==> src/rtl/pc_branch_ctrl.sv <==
// Fetch-side program counter with branch-condition evaluation, B/BR target selection,
// HLT freeze state and a retired-instruction counter.
module pc_branch_ctrl #(
    parameter int               WIDTH    = 16,
    parameter logic [WIDTH-1:0] RESET_PC = '0
) (
    input  logic             clk,
    input  logic             rst,
    input  logic             stall,
    input  logic             is_b,
    input  logic             is_br,
    input  logic             is_hlt,
    input  logic [2:0]       cond,
    input  logic [2:0]       flags,
    input  logic [8:0]       imm9,
    input  logic [WIDTH-1:0] reg_target,
    output logic [WIDTH-1:0] pc_out,
    output logic [WIDTH-1:0] pc_plus2,
    output logic             taken,
    output logic             halted,
    output logic [15:0]      inst_count
);

    typedef enum logic {
        RUN    = 1'b0,
        HALTED = 1'b1
    } state_t;

    state_t           state_q, state_d;
    logic [WIDTH-1:0] pc_q, pc_d;
    logic [15:0]      cnt_q, cnt_d;

    logic             flag_z, flag_v, flag_n;
    logic             cond_true;
    logic [WIDTH-1:0] b_offset;
    logic [WIDTH-1:0] b_target;

    assign flag_z = flags[2];
    assign flag_v = flags[1];
    assign flag_n = flags[0];

    // NOTE: every always_comb output gets a default first so no path can infer a latch.
    always_comb begin
        cond_true = 1'b0;
        unique case (cond)
            3'b000: cond_true = ~flag_z;
            3'b001: cond_true = flag_z;
            3'b010: cond_true = ~flag_z & ~flag_n;
            3'b011: cond_true = flag_n;
            3'b100: cond_true = flag_z | ~flag_n;
            3'b101: cond_true = flag_z | flag_n;
            3'b110: cond_true = flag_v;
            3'b111: cond_true = 1'b1;
            default: cond_true = 1'b0;
        endcase
    end

    // Word offset: sign-extend imm9 and scale by two bytes.
    assign b_offset = {{(WIDTH - 10){imm9[8]}}, imm9, 1'b0};
    assign pc_plus2 = pc_q + WIDTH'(2);
    assign b_target = pc_plus2 + b_offset;

    assign taken = (is_b | is_br) & cond_true & (state_q == RUN) & ~is_hlt;

    always_comb begin
        state_d = state_q;
        pc_d    = pc_q;
        cnt_d   = cnt_q;
        if (state_q == RUN && !stall) begin
            cnt_d = cnt_q + 16'd1;
            if (is_hlt) begin
                state_d = HALTED;
            end else if (taken) begin
                pc_d = is_br ? reg_target : b_target;
            end else begin
                pc_d = pc_plus2;
            end
        end
    end

    // NOTE: sequential state uses non-blocking assignments so all registers update together.
    always_ff @(posedge clk or negedge rst) begin
        if (!rst) begin
            state_q <= RUN;
            pc_q    <= RESET_PC;
            cnt_q   <= '0;
        end else begin
            state_q <= state_d;
            pc_q    <= pc_d;
            cnt_q   <= cnt_d;
        end
    end

    assign pc_out     = pc_q;
    assign halted     = (state_q == HALTED);
    assign inst_count = cnt_q;

endmodule

==> config.mk <==
export PLATFORM = sky130hd
export DESIGN_NAME = pc_branch_ctrl
export DESIGN_NICKNAME = d
export VERILOG_FILES = /design/src/rtl/pc_branch_ctrl.sv
export SDC_FILE = /design/constraint.sdc
export NUM_CORES = 1
export LEC_CHECK = 0
export ABC_AREA = 1
export BUFFER_PORTS_ARGS = -buffer_cell sky130_fd_sc_hd__buf_2
export CAP_MARGIN = 10
export CELL_PAD_IN_SITES_DETAIL_PLACEMENT = 1
export CELL_PAD_IN_SITES_GLOBAL_PLACEMENT = 2
export CORE_MARGIN = 2
export CORE_UTILIZATION = 30
export DETAILED_ROUTE_END_ITERATION = 7
export HOLD_SLACK_MARGIN = 0.05
export PLACE_DENSITY_LB_ADDON = 0.1
export SETUP_SLACK_MARGIN = 0.02
export SYNTH_ARGS = -nofsm -noshare
export SYNTH_HDL_FRONTEND = slang
export SYNTH_SLANG_ARGS = --single-unit
==> constraint.sdc <==
create_clock -name clk -period 5.7 [get_ports clk]
set_input_delay 0.855 -clock clk [delete_from_list [all_inputs] [get_ports clk]]
set_output_delay 0.855 -clock clk [all_outputs]
set_load 0.005 [all_outputs]
Yosys cells after proc, flatten, opt, wreduce, memory -nomap -nowiden
Index checks and enable logic that the tools add are counted.
Widths: inputs -> output; s select.
{ "op_classes": {"eq_ne": 7, "bitwise": 11, "n_addsub": 3, "mux": 3, "n_reduce_logical": 5} }
{ "ops": {"columns": ["cell", "count"], "rows": [
  ["$mux 16", 2],
  ["$add 16x1->16 const B", 1],
  ["$add 16x16->16", 1],
  ["$add 16x2->16 const B", 1],
  ["$eq 3x3->1 const B", 4],
  ["$pmux 1 s8", 1],
  ["$eq 3x2->1 const B", 2],
  ["$and 1x1->1", 4],
  ["$not 1->1", 4],
  ["$reduce_and 2->1", 2],
  ["$eq 3x1->1 const B", 1],
  ["$logic_not 3->1", 1],
  ["$or 1x1->1", 3],
  ["$logic_and 1x1->1", 1],
  ["$logic_not 1->1", 1]
]} }
{ "word_totals": {"elab_cells": 32, "register_bits": 33, "output_inout_bits": 50} }

Depth between registers and ports, before layout
{ "depth": {"depth_word": 7, "depth_mapped": 20} }

Least setup slack after synthesis
OpenSTA, ideal clock, no wires.
{ "synth_path": {"path_type": "reg-to-reg", "startpoint": "register pc_q[1] (netlist: pc_out[1])", "endpoint": "register pc_q[12] (netlist: pc_out[12])", "path_stages_with_launch": 15, "t_arrival_ps": 2467, "required_ps": 5574, "slack_ps": 3107, "setup_time_ps": 126, "cell_sequence": "dfrtp_1 -> ha_1 -> nand3_1 -> nor2_2 -> nand3_1 -> nor2_2 -> xor2_1 -> ha_1 -> a21oi_1 -> a21boi_0 -> nand3_1 -> nand2_1 -> nand2_1 -> o21ai_0 -> a21oi_1"} }
{ "synth_between": {"elab_chain_len": 4} }
{ "synth_lines": {"columns": ["item", "line_no", "rtl"], "rows": [
  ["start: declaration", "30", "logic [WIDTH-1:0] pc_q, pc_d;"],
  ["start signal: assignment", "89", "pc_q <= pc_d;"],
  ["$add 16x2->16", "60", "assign pc_plus2 = pc_q + WIDTH'(2);"],
  ["via pc_plus2[11]", "18", "output logic [WIDTH-1:0] pc_plus2,"],
  ["$add 16x16->16", "61", "assign b_target = pc_plus2 + b_offset;"],
  ["$mux 16", "74", "pc_d = is_br ? reg_target : b_target;"],
  ["$mux 16", "73", "end else if (taken) begin"]
]} }
The timed path passes the listed nets, and every way through them passes these cells.
A chain may end at the register's enable or synchronous reset.

Worst setup path in the final report
{ "layout_path": {"startpoint": "register pc_q[1] (netlist: pc_out[1])", "endpoint": "register pc_q[14] (netlist: pc_out[14])"} }
{ "layout_between": {"elab_chain_len": 4} }
{ "layout_lines": {"columns": ["item", "line_no"], "rows": [
  ["$add 16x2->16 (*)", "60"],
  ["$add 16x16->16", "61"],
  ["$mux 16", "74"],
  ["$mux 16 (*)", "73"]
]} }
Every way passes the cells marked *; elsewhere a longest branch is shown, timed or not.

==> results.md <==
- Max H-tree Level: 2
- Final setup fails: 0
- Max-slew violation count: 0
- Synth Flop Type: dfrtp_1
- Final WS setup: 2.55 ns
- Post-synthesis area per instance: 6.84 um^2
- Post-CTS sizing: 0
- Latest clock arrival within the worst-skew pair: 0.28 ns
- Drt drc: 0
- CP peak stage delay: 0.42 ns
- Power Density: 454 mW/mm^2
- # clock sinks: 33
- Peak supply drop: 0.000210 V
- Simple-Gate Fraction of Synth Area: 33.6%
- Initial Utilization: 30.9%
- TritonCTS clock tree: built
- Post-CTS setup repair buffer count: 0
- Die area: 0.0103 mm^2
- Syn Nets: 474
- Area grow syn2layout: 23.6%
- Data required time at the worst endpoint: 5.91 ns
- Synth Area in Compound Gates: 12.0%
- Die height: 102 um
- Nets: 560
- Vias: 3013
- TNS Setup: 0 ns
- Largest net degree at the start of global routing: 34
- Floorplan die width: 102 um
- Number of global-route vias before repair: 2911
- All-Layer GR Usage: 17.8%
- Top cell by count, worst path: nand3_1
- Final Hold Vio Count: 0
- RD Place Congestion: 0.804
- Critical path class: reg -> reg
- Routed Antenna Nets: 0
- Unrepaired setup endpoints after global routing: false
- Async SR Flop Fraction: 100%
- Worst setup EP type: flop
- I/O pins: 87
- Crit path cell chain: ha_1 -> nand3_1 -> nor2_2 -> nand3_1 -> nor2_2 -> xor2_1 -> ha_1 -> a21oi_1 -> o21ai_0 -> a21oi_1 -> nand3_1 -> nand3_1 -> nand2_1 -> a21oi_1
- Fin crit share: 55.2%
- WL final: 9120 um
- Placed Cells: 625
- FILL cells: 1217
- Max Clock Skew: 0.00323 ns
- Row count: 35
- Power Total: 1.60 mW
- Yosys top cell by area: dfrtp_1
- 1st-pass router iterations: 4
- Sequential cell area: 826 um^2
- Post-synthesis sequential area ratio: 28.9%
- Post-synth EDFFs: 0
- Leakage power: 1.86 nW
- Synth area leaders: dfrtp_1, nand2_1, ha_1, nor2_1, a21oi_1
- Min cycle time layout: 3.15 ns
- Worst slew margin: 47.9%
- Max_cap viols: 0
- Clk slew on worst S/H paths: 0.07 ns
- Tightest Pin Transition: 0.782 ns
- Core footprint: 0.00924 mm^2
- CP Launch Type: flop
- Post-cts hold buffer count: 0
- Hold Crit Class: reg -> reg
- Multi-input gate area: 0.00181 mm^2
- Inserted Diodes: 0
- Library cells used by synthesis: 33
- Global-route wire length before repair: 14500 um
- Xor/xnor share of the synthesized area: 8.29%
- Finished Layout Cells: 633
- Total grt overflow: 0
- Multiplexer share of the synthesized area: 0.351%
- WL/cell: 14.4 um
- Slowest CP cell: dfrtp_1
- CTS Buf Count: 5
- Synth warnings: 0
- Share of layout cells above drive strength 1: 21.4%
- 1st-iter DRT viols: 78
- Adder-cell share of the synthesized area: 9.03%
- Post-DP HPWL: 7420 um
- Initial antenna violation count: 0
- Cells after Synth: 417
- CP Max Fanout: 5
- Post-synth top area share: 28.9%
- Max Buffers Root-to-Sink: 2
- Root buffer cell: clkbuf_8
- Status: finished, final reports clean
- #FFs+latches synth: 33
- CP arrival: 3.36 ns
- Via density: 4.76
- Fmax: 0.318 GHz
- Main combinational cell family by area after synthesis: simple AND/OR/NAND/NOR gates
- Synthesized area: 0.00285 mm^2
- Place WS: 2.57 ns
- IO buf count: 86
==> critical path, delay by kind of cell (launching register included) <==
kind,cells,cell delay (ns)
compound gates,4,0.67
flops,1,0.42
fa+ha+maj,2,0.52
xor+xnor,1,0.41
simple gates,7,1.05
==> layout make-up <==
cell class,instances,area share [%]
inverter,46,4.90
clock buffer,7,2.45
sequential,33,23.4
tap,129,4.58
timing repair buffer,88,12.6
clock inverter,1,0.851
multi-input combinational,329,51.2
==> per-layer routing <==
layer | wire length (um) | track usage (%) | vias to the layer above
met3 | 397 | 2.90 | 8
met4 | 84 | 3.33 | 0
li1 | - | - | 1527
met1 | 4540 | 25.3 | 1404
met5 | 0 | 0 | -
met2 | 4100 | 28.8 | 74
==> registers in the layout, indices dropped and copies added (netlist names) <==
| signal | count |
|---|---|
| halted | 1 |
| inst_count | 16 |
| pc_out | 16 |
==> layout by cell type, fill, tap and decap left out, drive strengths merged <==
cell type / instances
nand2: 107
buf: 88
nor2: 59
inv: 45
a21oi: 35
dfrtp: 33
nand3: 32
o21ai: 20
ha: 19
xnor2: 15
xor2: 12
nand4: 8
clkbuf: 7
nor3: 6
o21bai: 3
nand3b: 3
o22ai: 2
or2: 2
a21o: 2
clkinv: 1
a21boi: 1
o211ai: 1
mux2i: 1
fa: 1
bufinv: 1
==> cells by family after synthesis <==
group	after synthesis
flip-flops	33
multiplexers	1
XOR/XNOR	27
buffers and inverters	55
adder cells (fa/ha/maj)	20
AND/OR/NAND/NOR	217
AO/OA/AOI/OAI	64
==> report_power, final <==
group	switching (mW)	internal (mW)	total [mW]	leakage (nW)
combinational	0.575	0.379	0.954	1.40
sequential	0.106	0.307	0.413	0.399
clock	0.0924	0.143	0.235	0.0585
==> final timing paths <==
kind	start	end	slack [ns]	cells past startpoint
worst max-delay path	pc_out[1]	pc_out[14]	2.55	14
worst min-delay path	inst_count[15]	inst_count[15]	0.49	2
worst max register to register	pc_out[1]	pc_out[14]	2.55	14
worst min register to register	inst_count[15]	inst_count[15]	0.49	2
max in group asynchronous	rst	pc_out[4]	4.56	1
min in group asynchronous	rst	pc_out[11]	0.65	1
==> cell usage after synthesis, types with 2 or more instances <==
library cell,instances
o21bai_1,3
xor2_1,12
o22ai_1,2
ha_1,19
a21oi_1,35
buf_4,2
clkbuf_1,5
nand3_1,32
dfrtp_1,33
o21ai_0,20
nor2_1,52
nand3b_1,3
inv_1,45
nand2_2,2
nor2_2,3
xnor2_1,15
nand4_1,8
nor3_1,5
nor2_4,4
nand2_1,104
==> through the flow <==
stage | util (%) | hold slack [ns] | area, um^2
after floorplan | - | 0.476 | 2850
after global placement | 36.9 | 0.465 | 3410
after detailed placement | 36.9 | 0.481 | 3410
after CTS | 38.2 | 0.498 | 3530
after global routing | 38.2 | 0.511 | 3530
final | 38.2 | 0.491 | 3530
No activity file was read; power rests on OpenSTA's default activity.
